--- config.mk ---
export PLATFORM = sky130hd
export DESIGN_NAME = dmem_arbiter_flat
export DESIGN_NICKNAME = d
export VERILOG_FILES = /design/src/rtl/dmem_pkg.sv /design/src/rtl/dmem_arbiter_if.sv /design/src/rtl/dmem_arb_pick.sv /design/src/rtl/dmem_arbiter.sv /design/src/flat_wrapper.sv
export SDC_FILE = /design/constraint.sdc
export NUM_CORES = 1
export LEC_CHECK = 0
export BUFFER_PORTS_ARGS = -buffer_cell sky130_fd_sc_hd__buf_2
export CORE_AREA = 10 10 100 102
export DETAILED_ROUTE_END_ITERATION = 6
export DIE_AREA = 0 0 110 112
export SLEW_MARGIN = 30
export SYNTH_ARGS = -nofsm -noshare
export SYNTH_HDL_FRONTEND = slang
export SYNTH_SLANG_ARGS = --single-unit
--- constraint.sdc ---
create_clock -name clk -period 4.2 [get_ports clk]
set_input_delay 0.21 -clock clk [delete_from_list [all_inputs] [get_ports clk]]
set_output_delay 0.21 -clock clk [all_outputs]
set_load 0.01 [all_outputs]
--- src/rtl/dmem_pkg.sv ---
// Shared types for the data-memory arbiter: response tag, port ids, RAM depth.
package dmem_pkg;
    typedef enum logic [1:0] {
        TAG_NONE = 2'd0,
        TAG_CORE = 2'd1,
        TAG_AUX  = 2'd2
    } resp_tag_e;

    localparam logic PORT_CORE  = 1'b0;
    localparam logic PORT_AUX   = 1'b1;
    localparam int   DMEM_WORDS = 1024;
endpackage

--- src/rtl/dmem_arbiter_if.sv ---
// Bus bundle between the core/aux requesters, the arbiter and the data RAM.
interface dmem_arbiter_if #(
    parameter int ADDR_W = 10,
    parameter int DATA_W = 32
);
    logic              c_req, c_we, c_gnt, c_stall, c_rvalid, c_err;
    logic [31:0]       c_addr;
    logic [DATA_W-1:0] c_wdata, c_rdata;

    logic              a_req, a_we, a_gnt, a_stall, a_rvalid, a_err;
    logic [31:0]       a_addr;
    logic [DATA_W-1:0] a_wdata, a_rdata;

    logic              mem_en, mem_we;
    logic [ADDR_W-1:0] mem_addr;
    logic [DATA_W-1:0] mem_wdata, mem_rdata;

    // arbiter side
    modport slave (
        input  c_req, c_we, c_addr, c_wdata,
        input  a_req, a_we, a_addr, a_wdata,
        input  mem_rdata,
        output c_gnt, c_stall, c_rvalid, c_rdata, c_err,
        output a_gnt, a_stall, a_rvalid, a_rdata, a_err,
        output mem_en, mem_we, mem_addr, mem_wdata
    );

    // requesters + RAM side
    modport master (
        output c_req, c_we, c_addr, c_wdata,
        output a_req, a_we, a_addr, a_wdata,
        output mem_rdata,
        input  c_gnt, c_stall, c_rvalid, c_rdata, c_err,
        input  a_gnt, a_stall, a_rvalid, a_rdata, a_err,
        input  mem_en, mem_we, mem_addr, mem_wdata
    );
endinterface

--- src/rtl/dmem_arb_pick.sv ---
// Pure grant selection between core and aux. DMEM_ARB_RR_EN selects strict
// round-robin; otherwise core priority with a starvation limit for aux.
module dmem_arb_pick
    import dmem_pkg::*;
#(
    parameter int CNT_W      = 3,
    parameter int STARVE_LIM = 4
) (
    input  logic             c_req,
    input  logic             a_req,
    input  logic             last_gnt,
    input  logic [CNT_W-1:0] starve_cnt,
    output logic             gnt_c,
    output logic             gnt_a
);
`ifdef DMEM_ARB_RR_EN
    logic unused_starve;
    assign unused_starve = ^starve_cnt;

    always_comb begin
        gnt_c = 1'b0;
        gnt_a = 1'b0;
        if (c_req && a_req) begin
            gnt_a = (last_gnt == PORT_CORE);
            gnt_c = ~gnt_a;
        end else begin
            gnt_c = c_req;
            gnt_a = a_req;
        end
    end
`else
    logic unused_last;
    assign unused_last = last_gnt;

    always_comb begin
        gnt_c = 1'b0;
        gnt_a = 1'b0;
        if (a_req && (!c_req || starve_cnt == CNT_W'(STARVE_LIM)))
            gnt_a = 1'b1;
        else
            gnt_c = c_req;
    end
`endif
endmodule

--- src/rtl/dmem_arbiter.sv ---
// Single-port data RAM arbiter (core vs aux), 1-cycle read latency, error
// response on misaligned/out-of-range addresses. Build option: DMEM_ARB_RR_EN.
module dmem_arbiter
    import dmem_pkg::*;
#(
    parameter int ADDR_W     = 10,
    parameter int DATA_W     = 32,
    parameter int STARVE_LIM = 4
) (
    input  logic           clk,
    input  logic           rst_,
    dmem_arbiter_if.slave  bus
);
    localparam int CNT_W = $clog2(STARVE_LIM + 1);

    logic [CNT_W-1:0]  starve_cnt_q, starve_cnt_d;
    logic              last_gnt_q, last_gnt_d;
    resp_tag_e         tag_q, tag_d;
    logic              rsp_q, rsp_d;
    logic              err_q, err_d;

    logic              gnt_c, gnt_a, any_gnt;
    logic              win_we, addr_err;
    logic [31:0]       win_addr;
    logic [DATA_W-1:0] win_wdata;

    dmem_arb_pick #(.CNT_W(CNT_W), .STARVE_LIM(STARVE_LIM)) u_pick (
        .c_req      (bus.c_req),
        .a_req      (bus.a_req),
        .last_gnt   (last_gnt_q),
        .starve_cnt (starve_cnt_q),
        .gnt_c      (gnt_c),
        .gnt_a      (gnt_a)
    );

    // grants are held low while reset is asserted so nothing reaches the RAM
    assign bus.c_gnt   = gnt_c & rst_;
    assign bus.a_gnt   = gnt_a & rst_;
    assign bus.c_stall = bus.c_req & rst_ & ~bus.c_gnt;
    assign bus.a_stall = bus.a_req & rst_ & ~bus.a_gnt;
    assign any_gnt     = bus.c_gnt | bus.a_gnt;

    always_comb begin
        win_we    = gnt_a ? bus.a_we    : bus.c_we;
        win_addr  = gnt_a ? bus.a_addr  : bus.c_addr;
        win_wdata = gnt_a ? bus.a_wdata : bus.c_wdata;
    end

    assign addr_err      = (|win_addr[1:0]) | (|win_addr[31:ADDR_W+2]);
    assign bus.mem_en    = any_gnt & ~addr_err;
    assign bus.mem_we    = bus.mem_en & win_we;
    assign bus.mem_addr  = win_addr[ADDR_W+1:2];
    assign bus.mem_wdata = win_wdata;

    always_comb begin
        tag_d = TAG_NONE;
        if (bus.a_gnt)      tag_d = TAG_AUX;
        else if (bus.c_gnt) tag_d = TAG_CORE;
        // only reads and errors produce a response beat
        rsp_d = any_gnt & (addr_err | ~win_we);
        err_d = any_gnt & addr_err;

        last_gnt_d = last_gnt_q;
        if (bus.a_gnt)      last_gnt_d = PORT_AUX;
        else if (bus.c_gnt) last_gnt_d = PORT_CORE;

`ifdef DMEM_ARB_RR_EN
        starve_cnt_d = '0;
`else
        starve_cnt_d = starve_cnt_q;
        if (!bus.a_req || bus.a_gnt)
            starve_cnt_d = '0;
        else if (bus.c_gnt && starve_cnt_q != CNT_W'(STARVE_LIM))
            starve_cnt_d = starve_cnt_q + 1'b1;
`endif
    end

    always_ff @(posedge clk or negedge rst_) begin
        if (!rst_) begin
            tag_q        <= TAG_NONE;
            rsp_q        <= 1'b0;
            err_q        <= 1'b0;
            last_gnt_q   <= PORT_CORE;
            starve_cnt_q <= '0;
        end else begin
            tag_q        <= tag_d;
            rsp_q        <= rsp_d;
            err_q        <= err_d;
            last_gnt_q   <= last_gnt_d;
            starve_cnt_q <= starve_cnt_d;
        end
    end

    assign bus.c_rvalid = (tag_q == TAG_CORE) & rsp_q;
    assign bus.a_rvalid = (tag_q == TAG_AUX)  & rsp_q;
    assign bus.c_err    = bus.c_rvalid & err_q;
    assign bus.a_err    = bus.a_rvalid & err_q;
    assign bus.c_rdata  = (bus.c_rvalid & ~err_q) ? bus.mem_rdata : '0;
    assign bus.a_rdata  = (bus.a_rvalid & ~err_q) ? bus.mem_rdata : '0;
endmodule

--- src/flat_wrapper.sv ---
// flat-port wrapper written by rule: the top's interface ports become plain ports
module dmem_arbiter_flat import dmem_pkg::*;
#(
    parameter int ADDR_W     = 10,
    parameter int DATA_W     = 32,
    parameter int STARVE_LIM = 4
)
  (clk, rst_, bus_c_req, bus_c_we, bus_c_addr, bus_c_wdata, bus_a_req, bus_a_we, bus_a_addr, bus_a_wdata, bus_mem_rdata, bus_c_gnt, bus_c_stall, bus_c_rvalid, bus_c_rdata, bus_c_err, bus_a_gnt, bus_a_stall, bus_a_rvalid, bus_a_rdata, bus_a_err, bus_mem_en, bus_mem_we, bus_mem_addr, bus_mem_wdata);
  dmem_arbiter_if #(.ADDR_W(ADDR_W), .DATA_W(DATA_W)) bus_i ();
  input  logic clk;
  input  logic rst_;
  input wire logic [$bits(bus_i.c_req)-1:0] bus_c_req;
  input wire logic [$bits(bus_i.c_we)-1:0] bus_c_we;
  input wire logic [$bits(bus_i.c_addr)-1:0] bus_c_addr;
  input wire logic [$bits(bus_i.c_wdata)-1:0] bus_c_wdata;
  input wire logic [$bits(bus_i.a_req)-1:0] bus_a_req;
  input wire logic [$bits(bus_i.a_we)-1:0] bus_a_we;
  input wire logic [$bits(bus_i.a_addr)-1:0] bus_a_addr;
  input wire logic [$bits(bus_i.a_wdata)-1:0] bus_a_wdata;
  input wire logic [$bits(bus_i.mem_rdata)-1:0] bus_mem_rdata;
  output wire logic [$bits(bus_i.c_gnt)-1:0] bus_c_gnt;
  output wire logic [$bits(bus_i.c_stall)-1:0] bus_c_stall;
  output wire logic [$bits(bus_i.c_rvalid)-1:0] bus_c_rvalid;
  output wire logic [$bits(bus_i.c_rdata)-1:0] bus_c_rdata;
  output wire logic [$bits(bus_i.c_err)-1:0] bus_c_err;
  output wire logic [$bits(bus_i.a_gnt)-1:0] bus_a_gnt;
  output wire logic [$bits(bus_i.a_stall)-1:0] bus_a_stall;
  output wire logic [$bits(bus_i.a_rvalid)-1:0] bus_a_rvalid;
  output wire logic [$bits(bus_i.a_rdata)-1:0] bus_a_rdata;
  output wire logic [$bits(bus_i.a_err)-1:0] bus_a_err;
  output wire logic [$bits(bus_i.mem_en)-1:0] bus_mem_en;
  output wire logic [$bits(bus_i.mem_we)-1:0] bus_mem_we;
  output wire logic [$bits(bus_i.mem_addr)-1:0] bus_mem_addr;
  output wire logic [$bits(bus_i.mem_wdata)-1:0] bus_mem_wdata;
  assign bus_i.c_req = bus_c_req;
  assign bus_i.c_we = bus_c_we;
  assign bus_i.c_addr = bus_c_addr;
  assign bus_i.c_wdata = bus_c_wdata;
  assign bus_i.a_req = bus_a_req;
  assign bus_i.a_we = bus_a_we;
  assign bus_i.a_addr = bus_a_addr;
  assign bus_i.a_wdata = bus_a_wdata;
  assign bus_i.mem_rdata = bus_mem_rdata;
  assign bus_c_gnt = bus_i.c_gnt;
  assign bus_c_stall = bus_i.c_stall;
  assign bus_c_rvalid = bus_i.c_rvalid;
  assign bus_c_rdata = bus_i.c_rdata;
  assign bus_c_err = bus_i.c_err;
  assign bus_a_gnt = bus_i.a_gnt;
  assign bus_a_stall = bus_i.a_stall;
  assign bus_a_rvalid = bus_i.a_rvalid;
  assign bus_a_rdata = bus_i.a_rdata;
  assign bus_a_err = bus_i.a_err;
  assign bus_mem_en = bus_i.mem_en;
  assign bus_mem_we = bus_i.mem_we;
  assign bus_mem_addr = bus_i.mem_addr;
  assign bus_mem_wdata = bus_i.mem_wdata;
  dmem_arbiter #(.ADDR_W(ADDR_W), .DATA_W(DATA_W), .STARVE_LIM(STARVE_LIM)) u_core (.clk(clk), .rst_(rst_), .bus(bus_i));
endmodule
Yosys cells after proc, flatten, opt, wreduce, memory -nomap -nowiden
Index checks and enable logic that the tools add are counted.

Register bits after elaboration: 7. Bits of input ports: 166. Output and inout bits: 116. Logic and storage cells: 53.

Add/subtract/negate cells: 1. Equality and inequality tests: 4. Multiplexer cells: 11. Bitwise logic cells: 24. Reductions and logical operators: 9.

Operator list (number): 2-to-1 mux 32 bit (4); OR reduction 20 bit (1); bitwise AND 1 bit (16); 2-to-1 mux 3 bit (2); NOT 1 bit (5); 2-to-1 mux 1 bit (4); adder 3 x 1 -> 3 bit (second input constant) (1); == test 3 bit (second input constant) (1); != test 3 bit (second input constant) (1); OR 1 bit (3); == test 2 x 1 -> 1 bit (second input constant) (1); == test 2 bit (second input constant) (1); logical AND 1 bit (2); zero test 1 bit (2); logical OR 1 bit (2); 2-to-1 mux 2 bit (1); nonzero test 2 bit (1); OR reduction 2 bit (1).

Longest topological paths before layout
Gate-level depths: netlist of the first run.

Depth after elaboration: 10. Depth in mapped cells: 7. Gate-level depth less buffers: 6.

Modules after synthesis
Synthesis of the first run repeated with hierarchy kept, for this count alone.

Cells, all modules: 183. Area, all modules: 1485.2 um2.

By module, submodules not included: dmem_arbiter (times used 1, cells an instance 179, area an instance 1460.2 um2, sequential area each 200.2 um2); dmem_arb_pick (times used 1, cells an instance 4, area an instance 25.0 um2, sequential area each 0.0 um2).

Least setup slack after synthesis of the first run
No wires, ideal clock.

Path kind: reg-to-output. Start point: register u_core.starve_cnt_q[0]. End point: output bus_mem_addr[0]. Arrival time: 1.534 ns. Data required time: 3.990 ns. Slack: 2.456 ns. Cell stages (with the launch flop): 8. Buffers on the path: 2. Path through: dfrtp_1 inv_1 ha_1 a21boi_4 nand2b_4 buf_12 buf_12 mux2_4.

Word-level cells in the longest chain between the ends: 5.

Ends and longest elaborated chain: start: declaration (line dmem_arbiter.sv:16) `logic [CNT_W-1:0] starve_cnt_q, starve_cnt_d;`; start signal: assignment (line dmem_arbiter.sv:90) `starve_cnt_q <= starve_cnt_d;`; == test 3 bit (line dmem_arb_pick.sv:38) `if (a_req && (!c_req || starve_cnt == CNT_W'(STARVE_LIM)))`; logical OR 1 bit (line dmem_arb_pick.sv:38); logical AND 1 bit (line dmem_arb_pick.sv:38); 2-to-1 mux 1 bit (line dmem_arb_pick.sv:38); 2-to-1 mux 32 bit (line dmem_arbiter.sv:45) `win_addr = gnt_a ? bus.a_addr : bus.c_addr;`; end: declaration (line flat_wrapper.sv:33) `output wire logic [$bits(bus_i.mem_addr)-1:0] bus_mem_addr;`.

No other way between the ends.

Worst setup path in the final report of the first run
Start point: register u_core.starve_cnt_q[0]. End point: output bus_mem_we.

Word-level cells in the longest chain between the ends: 10. Elaborated cells on any way between the ends: 16. Classes of those cells: eq/ne (1); mux (4); bitwise (7); reduce/logical (4).

Ends and longest elaborated chain: == test 3 bit (*) (line dmem_arb_pick.sv:38); logical OR 1 bit (*) (line dmem_arb_pick.sv:38); logical AND 1 bit (*) (line dmem_arb_pick.sv:38); 2-to-1 mux 1 bit (line dmem_arb_pick.sv:38); 2-to-1 mux 32 bit (line dmem_arbiter.sv:45); OR reduction 20 bit / OR reduction 2 bit (equally long branches) (line dmem_arbiter.sv:49) `assign addr_err = (|win_addr[1:0]) | (|win_addr[31:ADDR_W+2]);`; OR 1 bit (line dmem_arbiter.sv:49); NOT 1 bit (line dmem_arbiter.sv:50) `assign bus.mem_en = any_gnt & ~addr_err;`; bitwise AND 1 bit (line dmem_arbiter.sv:50); bitwise AND 1 bit (*) (line dmem_arbiter.sv:51) `assign bus.mem_we = bus.mem_en & win_we;`; end: declaration (line flat_wrapper.sv:32) `output wire logic [$bits(bus_i.mem_we)-1:0] bus_mem_we;`.

Mark *: on every way between the ends. The rest lies on a longest branch, timed or not.

==> results.py, run 1 <==
metrics = {
    "run_status": {
        "status": "completed",
    },
    "timing": {
        "rsz0062_at_grt": "no",
        "setup_viol": 0,
        "tns_ns": 0,
        "min_period_over_period": 0.6419,
        "whs_ns": 0.2898,
        "tightest_slew_ns": 0.8055,
        "hold_viol_final": 0,
        "slew_viol_final": 0,
        "fmax_ghz": 0.3709,
        "relSlewSlack": 0.4630,
        "skew_ns": 0.001927,
        "layout_min_cycle_time_ns": 2.696,
    },
    "power_and_ir_drop": {
        "ir_drop_mv": 0.09829,
        "p_leak_nw": 2.019,
        "power_w": 0.0004033,
        "p_per_area_nw_per_um2": 128.6,
    },
    "synthesis": {
        "synth_compound_area_frac": 0.03490,
        "synthCells": 180,
        "ys_ff_latch": 7,
        "seq_area_frac_synth": 0.1062,
        "yosys.area_share.simple": 0.3809,
        "synth_xor_area_frac": 0,
        "synth_top_family_by_area": "multiplexers",
        "yosysWarnings": 0,
        "syn_avg_cell_area_um2": 9.162,
        "synth_fa_ha_area_frac": 0.01517,
        "syn_nets": 348,
        "muxShareOfSynthArea": 0.3824,
        "syn_area_um2": 1649,
        "ys_types": 26,
    },
    "worst_setup_path": {
        "path_cells": "inv_1 > ha_1 > a21boi_4 > nand2b_4 > mux2_2 > and3b_1 > buf_2",
        "crit_path_end_kind": "output pin",
        "required_ns": 3.99,
        "path_delay_family": "simple AND/OR/NAND/NOR gates",
        "rrSetupSlack_ns": 2.00,
        "critPathMaxFanout": 47,
        "cpMaxStageDelayCell": "nand2b_4",
        "path_class": "register to output pin",
        "path_buf_inv": 2,
        "cp_slowest_stage_delay_ns": 0.67,
        "start_kind": "register",
        "crit_arrival_ns": 2.49,
    },
    "grt": {
        "grt_pass1_wl_um": 13900,
        "track_usage": 0.1384,
        "grt_pass1_vias": 2629,
        "antenna_found_initial": 0,
        "grt_overflow": 0,
        "grt_max_degree": 48,
    },
    "floorplan": {
        "io_pins": 282,
        "num_rows": 33,
        "dieArea_um2": 12320,
        "coreArea_um2": 8051,
        "die_w_um": 110,
        "start_util": 0.2048,
        "chipHeight_um": 112,
    },
    "clocking": {
        "root_buffer": "clkbuf_8",
        "tritoncts": "yes",
        "hold_buffers": 1,
        "cts_sinks": 7,
        "clk_path_buf_depth": 2,
        "cts_buffers": 3,
        "cts_max_level": 1,
        "post_cts_resized": 0,
        "clk_latency_ns": 0.23,
        "cts_setup_buffers": 0,
        "clk_pin_slew_worst_paths_ns": 0.04,
    },
    "placed_design": {
        "portBuffers": 281,
        "dpl.hpwl_um": 8889,
        "dpl_cell_area_um2": 3082,
        "gp_congestion": 0.8349,
        "dp_cells": 556,
    },
    "final_layout": {
        "stdcell_area_um2": 3137,
        "syn_to_final_growth_pct": 90.21,
        "final_cells": 561,
        "fill_cells": 864,
        "antenna_cells": 0,
        "nets": 625,
        "drive_above_1_share": 0.7281,
    },
    "hold_path": {
        "hp-class": "input port to register",
    },
    "routing": {
        "detail_route.wl_per_cell_um": 17.17,
        "totalWireLength_um": 9630,
        "vias_per_cell": 4.193,
        "vias": 2352,
        "drt_iter0_markers": 63,
        "ant_nets": 0,
        "drcViolationCount": 0,
        "drt_pre_antenna_iters": 4,
    },
    "job": {
        "cap_violations": 0,
    },
}
-- tightest hold or removal path, cell delays in order --
cell and delay [ns]:
buf_2 0.12, o21ai_0 0.07, a21oi_1 0.06
-- where the power goes --
part | internal (W) | switching, W
registers | 0.0000706 | 0.00000222
logic | 0.000138 | 0.0000984
clock network | 0.0000656 | 0.0000283
total | 0.000274 | 0.000129
-- final cells by class --
cell class | count | area, um2 | area share
well taps | 105 | 131.4 | 0.04188
inverters | 4 | 15.01 | 0.004787
multi-input cells | 158 | 1346 | 0.4292
clock buffers | 4 | 45.04 | 0.01436
flip-flops and latches | 7 | 175.2 | 0.05584
repair buffers | 283 | 1424 | 0.4539
-- flip-flops by register name (all words and copies together), names as in the netlist --
signal,count
u_core.err_q,1
u_core.rsp_q,1
u_core.starve_cnt_q,3
u_core.tag_q,2
-- through the flow --
| step | setup WS (ns) | utilization |
|---|---|---|
| 4_1_cts | 1.459 | 0.3896 |
| 3_3_place_gp | 1.772 | 0.3828 |
| 2_1_floorplan | 2.456 | - |
| 3_5_place_dp | 1.708 | 0.3828 |
| 5_1_grt | 1.337 | 0.3896 |
| 6_report | 1.504 | 0.3896 |
-- cell usage in the layout, fill, tap and decap left out, types with 2 or more instances in the layout --
cell / netlist / routed
buf_2: 0 / 281
and2_1: 66 / 66
and3b_1: 2 / 2
nand4_1: 2 / 2
mux2_4: 36 / 36
nor2_1: 9 / 9
mux2_2: 8 / 8
nand2_1: 6 / 6
nor4_1: 10 / 10
clkbuf_8: 0 / 3
nor2b_1: 3 / 3
inv_1: 4 / 4
o21ai_0: 2 / 2
dfrtp_1: 7 / 7
ha_1: 2 / 2
a21oi_1: 3 / 3
-- routing by layer --
layer  vias to the layer above  track usage  part of all wire
met1                      1021       0.1314              0.31
li1                       1168            -                 -
met2                       157       0.2649              0.53
met4                         0      0.01997            0.0075
met5                         -            0                 0
met3                         6      0.06344              0.15
-- kinds of logic after synthesis --
family,count (synthesis)
simple gates,104
mux,44
buf+inv,15
compound gates,8
flops,7
fa+ha+maj,2
-- path summary, 6_finish.rpt --
path,start,endpoint,cells after the start
max,u_core.starve_cnt_q[0],bus_mem_we,7
min,bus_c_req,u_core.starve_cnt_q[2],3
max reg2reg,u_core.starve_cnt_q[0],u_core.rsp_q,6
min reg2reg,u_core.starve_cnt_q[1],u_core.starve_cnt_q[1],2
max in group asynchronous,rst_,u_core.tag_q[0],2
min in group asynchronous,rst_,u_core.starve_cnt_q[0],2
-- synth_stat cells --
cell type	n	area [um2]
mux2_2	8	90.09
nand4_1	2	12.51
dfrtp_1	7	175.2
a21oi_1	3	15.01
o21ai_0	2	10.01
nor3_1	1	5.000
nand3_1	1	5.000
nor2b_1	3	18.77
and3b_1	2	17.52
and2b_1	1	7.510
mux2_4	36	540.5
buf_12	4	80.08
nor2_1	9	33.78
buf_8	1	15.01
ha_1	2	25.02
clkbuf_1	6	22.52
nand4b_1	1	8.760
and2_1	66	412.9
o22ai_1	1	6.260
inv_1	4	15.01
a21boi_4	1	18.77
o211ai_1	1	7.510
nand2b_4	1	13.76
nand2_1	6	22.52
nor3b_1	1	7.510
nor4_1	10	62.56
(Power assumes the default switching activity.)
==> run 2: changes to the inputs <==
PLACE_DENSITY = 0.66   (was unset)
clock period = 2.4 ns   (was 4.2 ns; I/O delays follow)
==> results.py, run 2 (synthesis results as in run 1) <==
metrics = {
    "clocking": {
        "cts_sinks": 7,
        "clk_path_buf_depth": 2,
        "clk_latency_ns": 0.23,
        "cts_max_level": 1,
        "root_buffer": "clkbuf_8",
        "cts_buffers": 3,
        "tritoncts": "yes",
        "clk_pin_slew_worst_paths_ns": 0.04,
    },
    "timing": {
        "skew_ns": 0.002159,
        "hold_viol_final": 0,
        "tns_ns": 0,
        "post-route-worst-setup-slack_ns": 0.1502,
        "setup_viol": 0,
        "tightest_slew_ns": 0.3540,
        "fmax_ghz": 0.4445,
        "whs_ns": 0.1961,
        "rsz0062_at_grt": "no",
        "min_period_over_period": 0.9374,
        "relSlewSlack": 0.7615,
        "layout_min_cycle_time_ns": 2.250,
        "slew_viol_final": 0,
    },
    "grt": {
        "grt_max_degree": 33,
        "grt_overflow": 0,
        "track_usage": 0.1418,
        "antenna_found_initial": 0,
        "grt_pass1_vias": 2736,
        "grt_pass1_wl_um": 14110,
    },
    "floorplan": {
        "num_rows": 33,
        "chipHeight_um": 112,
        "start_util": 0.2048,
        "coreArea_um2": 8051,
        "dieArea_um2": 12320,
        "die_w_um": 110,
        "io_pins": 282,
    },
    "power_and_ir_drop": {
        "internal-power_w": 0.0004832,
        "p_leak_nw": 2.039,
        "switching_share": 0.3263,
        "p_per_area_nw_per_um2": 226.1,
        "combPwrFrac": 0.587,
        "seqPwrFrac": 0.177,
        "power_switching_w": 0.0002340,
        "ir_drop_mv": 0.1711,
        "clockPowerShare": 0.236,
    },
    "hold_path": {
        "hold_path_depth": 3,
        "min_to": "u_core.tag_q[0]",
        "hp-start": "bus_c_req",
        "hp-class": "input port to register",
    },
    "routing": {
        "drt_pre_antenna_iters": 4,
        "detail_route.wl_per_cell_um": 17.36,
        "vias": 2386,
        "drt_iter0_markers": 93,
        "ant_nets": 0,
        "vias_per_cell": 4.230,
        "drcViolationCount": 0,
        "totalWireLength_um": 9791,
    },
    "worst_setup_path": {
        "reg2reg_from": "u_core.starve_cnt_q[0]",
        "cpMaxStageDelayCell": "dfrtp_1",
        "rrSetupSlack_ns": 0.65,
        "reg2regPathDepth": 6,
        "cp_slowest_stage_delay_ns": 0.34,
        "crit_path_end_kind": "output pin",
        "path_cells": "inv_1 > ha_1 > a21boi_4 > nand2b_4 > buf_12 > mux2_4 > buf_2",
        "path_class": "register to output pin",
        "rr_endpoint": "u_core.rsp_q",
        "required_ns": 2.28,
        "critPathMaxFanout": 29,
        "start_kind": "register",
        "crit_arrival_ns": 2.13,
    },
    "placed_design": {
        "dpl_worst_slack_ns": 0.3988,
        "dpl_cell_area_um2": 3117,
        "dpl.hpwl_um": 9033,
        "gp_congestion": 0.8626,
        "portBuffers": 281,
    },
    "final_layout": {
        "largest_register": "u_core.starve_cnt_q",
        "final_common_cell": "buf_2",
        "antenna_cells": 0,
        "syn_to_final_growth_pct": 92.34,
        "nets": 628,
        "drive_above_1_share": 0.7298,
        "layout_common_cells": "buf_2 (281), and2_1 (66), mux2_4 (36)",
        "top_regs": "u_core.starve_cnt_q: 3 flops, u_core.tag_q: 2 flops",
        "stdcell_area_um2": 3172,
        "largest_register_ffs": 3,
    },
    "job": {
        "cap_violations": 0,
    },
    "run_status": {
        "status": "completed",
    },
}
-- run 2: changes by cell type in the layout (fill, tap and decap cells not counted), sizes merged --
cell / before / now
buf: 282 / 285
-- run 2: power groups by stage --
stage / clock network [W] / registers [W] / logic [W]
after floorplan: 0 / 0.000127 / 0.000202
after global placement: 0 / 0.000129 / 0.000416
after detailed placement: 0 / 0.000129 / 0.000424
after CTS: 0.000176 / 0.000127 / 0.000427
after global routing: 0.000183 / 0.000128 / 0.000455
final: 0.000169 / 0.000127 / 0.000421
-- run 2: repair_timing --
action                                 CTS  global route
endpoints found under the hold margin    7             0
resized for setup                        0             0
hold buffers                             1             0
buffers inserted                         0             0
-- run 2: how the worst max path moves through the flow --
stage	cells past startpoint	endpoint	slack, ns	start
floorplan	7	bus_mem_addr[0]	0.75	u_core.starve_cnt_q[0]
global placement	7	bus_mem_we	0.43	u_core.starve_cnt_q[0]
detailed placement	7	bus_mem_wdata[9]	0.40	u_core.starve_cnt_q[0]
CTS	7	bus_mem_wdata[9]	0.14	u_core.starve_cnt_q[0]
global route	7	bus_mem_wdata[9]	0.06	u_core.starve_cnt_q[1]
finish	7	bus_mem_wdata[9]	0.15	u_core.starve_cnt_q[0]
-- run 2: layout make-up --
cell class / instances / area, um2
fillers: 860 / 4880
inverters: 4 / 15.01
well taps: 105 / 131.4
clock buffers: 4 / 45.04
flip-flops and latches: 7 / 175.2
multi-input cells: 158 / 1346
repair buffers: 286 / 1459
-- run 2: worst max-delay path: cells and delay by family, from the launching register on --
kind	cells	cell delay, ns
AND/OR/NAND/NOR	1	0.29
flip-flops	1	0.34
buffers and inverters	3	0.48
multiplexers	1	0.32
adder cells (fa/ha/maj)	1	0.24
AO/OA/AOI/OAI	1	0.21
-- run 2: layer usage --
layer,track usage,wire [um]
met4,0.04253,147
met2,0.2697,5221
met5,0,0
met3,0.04902,1248
met1,0.1370,3173
-- run 2: through the flow --
| stage | utilization | cells | power, W |
|---|---|---|---|
| 6_report | 0.3939 | 564 | 0.0007173 |
| 2_1_floorplan | - | 180 | 0.0003293 |
| 4_1_cts | 0.3939 | 564 | 0.0007303 |
| 5_1_grt | 0.3939 | 564 | 0.0007666 |
| 3_5_place_dp | 0.3871 | 559 | 0.0005530 |
| 3_3_place_gp | 0.3871 | 559 | 0.0005443 |
==> run 3: changes to the inputs <==
CORE_AREA = 4 4 108 110   (was 10 10 100 102)
DIE_AREA = 0 0 112 114   (was 0 0 110 112)
PLACE_DENSITY = unset   (was 0.66)
SYNTH_HIERARCHICAL = 1   (was unset)
==> results.py, run 3 <==
metrics = {
    "run_status": {
        "status": "completed",
    },
    "power_and_ir_drop": {
        "ir_drop_mv": 0.1176,
        "p_leak_nw": 1.870,
        "seqPwrFrac": 0.187,
        "power_switching_w": 0.0002281,
        "combPwrFrac": 0.581,
        "power_w": 0.0006904,
        "clockPowerShare": 0.232,
        "p_per_area_nw_per_um2": 221.5,
        "internal-power_w": 0.0004623,
        "switching_share": 0.3304,
    },
    "final_layout": {
        "drive_above_1_share": 0.7326,
        "largest_register_ffs": 3,
        "antenna_cells": 0,
        "final_cells": 600,
        "layout_common_cells": "buf_2 (281), and2_1 (66), mux2_2 (43)",
        "syn_to_final_growth_pct": 114.6,
        "top_regs": "u_core/starve_cnt_q: 3 flops, u_core/tag_q: 2 flops",
        "final_common_cell": "buf_2",
        "nets": 629,
        "largest_register": "u_core/starve_cnt_q",
    },
    "clocking": {
        "cts_buffers": 3,
        "cts_max_level": 1,
        "clk_pin_slew_worst_paths_ns": 0.04,
        "root_buffer": "clkbuf_8",
        "clk_latency_ns": 0.22,
        "tritoncts": "yes",
        "cts_sinks": 7,
        "clk_path_buf_depth": 2,
    },
    "worst_setup_path": {
        "path_cells": "or3b_1 > a21oi_4 > nor4b_2 > nand4_1 > o22ai_2 > and3b_1 > buf_2",
        "cpMaxStageDelayCell": "or3b_1",
        "cp_slowest_stage_delay_ns": 0.45,
        "required_ns": 2.28,
        "rr_endpoint": "u_core/rsp_q",
        "path_buf_inv": 1,
        "cp.depth": 7,
        "crit_path_end_kind": "output pin",
        "path_delay_family": "simple AND/OR/NAND/NOR gates",
        "reg2regPathDepth": 7,
        "reg2reg_from": "u_core/starve_cnt_q[1]",
        "crit_arrival_ns": 2.15,
        "critPathMaxFanout": 4,
        "start_kind": "register",
        "startpoint": "u_core/starve_cnt_q[1]",
        "rrSetupSlack_ns": 0.42,
        "path_class": "register to output pin",
    },
    "routing": {
        "ant_nets": 0,
        "vias": 2377,
        "vias_per_cell": 3.962,
        "detail_route.wl_per_cell_um": 15.60,
        "drt_iter0_markers": 75,
        "drt_pre_antenna_iters": 2,
        "drcViolationCount": 0,
        "totalWireLength_um": 9357,
    },
    "grt": {
        "grt_pass1_wl_um": 12970,
        "track_usage": 0.1293,
        "antenna_found_initial": 0,
        "grt_pass1_vias": 2440,
        "grt_overflow": 0,
        "grt_max_degree": 47,
    },
    "floorplan": {
        "start_util": 0.1358,
        "io_pins": 282,
        "coreArea_um2": 10700,
        "chipHeight_um": 114,
        "num_rows": 38,
        "die_w_um": 112,
        "dieArea_um2": 12770,
    },
    "synthesis": {
        "yosysWarnings": 6,
        "syn_area_um2": 1453,
        "syn_nets": 348,
        "synthCells": 180,
        "syn_avg_cell_area_um2": 8.070,
    },
    "placed_design": {
        "dpl.hpwl_um": 8500,
        "dpl_worst_slack_ns": 0.2108,
        "gp_congestion": 0.8304,
        "dp_cells": 592,
        "portBuffers": 281,
    },
    "hold_path": {
        "hold_path_depth": 3,
        "hp-start": "bus_a_req",
        "hp-class": "input port to register",
        "min_to": "u_core/starve_cnt_q[0]",
    },
    "timing": {
        "rsz0062_at_grt": "no",
        "tns_ns": 0,
        "setup_viol": 0,
        "tightest_slew_ns": 0.7633,
        "slew_viol_final": 0,
        "layout_min_cycle_time_ns": 2.273,
        "relSlewSlack": 0.4911,
        "skew_ns": 0.001958,
        "min_period_over_period": 0.9471,
        "fmax_ghz": 0.4399,
        "hold_viol_final": 0,
        "post-route-worst-setup-slack_ns": 0.1270,
    },
    "job": {
        "cap_violations": 0,
    },
}
## run 3: layout make-up
type	count	area, um2
Sequential cell	7	175.2
Clock buffer	4	45.04
Inverter	6	22.52
Fill cell	1186	7581
Timing Repair Buffer	287	1484
Tap cell	140	175.2
Multi-Input combinational cell	156	1215
## run 3: power by group through the flow
stage / sequential [W] / combinational (W) / clock [W]
3_5_place_dp: 0.000131 / 0.000397 / 0
3_3_place_gp: 0.000131 / 0.000392 / 0
5_1_grt: 0.000130 / 0.000440 / 0.000173
2_1_floorplan: 0.000129 / 0.000159 / 0
6_report: 0.000129 / 0.000401 / 0.000160
4_1_cts: 0.000129 / 0.000400 / 0.000166
## run 3: what timing repair did
| item | in CTS | in global routing |
|---|---|---|
| pin swaps | 1 | 1 |
| resized for setup | 0 | 1 |
| cloned | 0 | 1 |
| endpoints found under the setup margin | 2 | 2 |
| buffers inserted | 1 | 1 |
| hold endpoints to repair | 7 | 0 |
| hold buffers | 1 | 0 |
## run 3: routing by layer
layer	share of wire	GRT usage	vias up
li1	-	-	1176
met1	0.33	0.1286	1029
met2	0.53	0.2578	168
met3	0.13	0.05040	4
met4	0.0055	0.01923	0
met5	0	0	-
## run 3: through the flow
| step | utilization | instance area, um2 | hold WS, ns |
|---|---|---|---|
| 2_1_floorplan | - | 1453 | -0.1756 |
| 5_1_grt | 0.2913 | 3117 | 0.2420 |
| 4_1_cts | 0.2877 | 3078 | 0.2320 |
| 6_report | 0.2913 | 3117 | 0.2374 |
| 3_3_place_gp | 0.2819 | 3015 | -0.009698 |
| 3_5_place_dp | 0.2819 | 3015 | -0.002938 |
## run 3: worst max path at each step
stage                             to  slack (ns)
final                     bus_mem_we        0.13
after global routing      bus_mem_we        0.02
after CTS                 bus_mem_we        0.01
after detailed placement  bus_mem_we        0.21
after global placement    bus_mem_we        0.28
after floorplan           bus_mem_en        0.51
## run 3: worst reg2reg max path: stages, from the launching register on
cell	delay, ns
dfrtp_1	0.40
or3b_1	0.45
a21oi_4	0.20
nor4b_2	0.21
nand4_1	0.16
o22ai_2	0.22
buf_4	0.15
a21oi_1	0.07
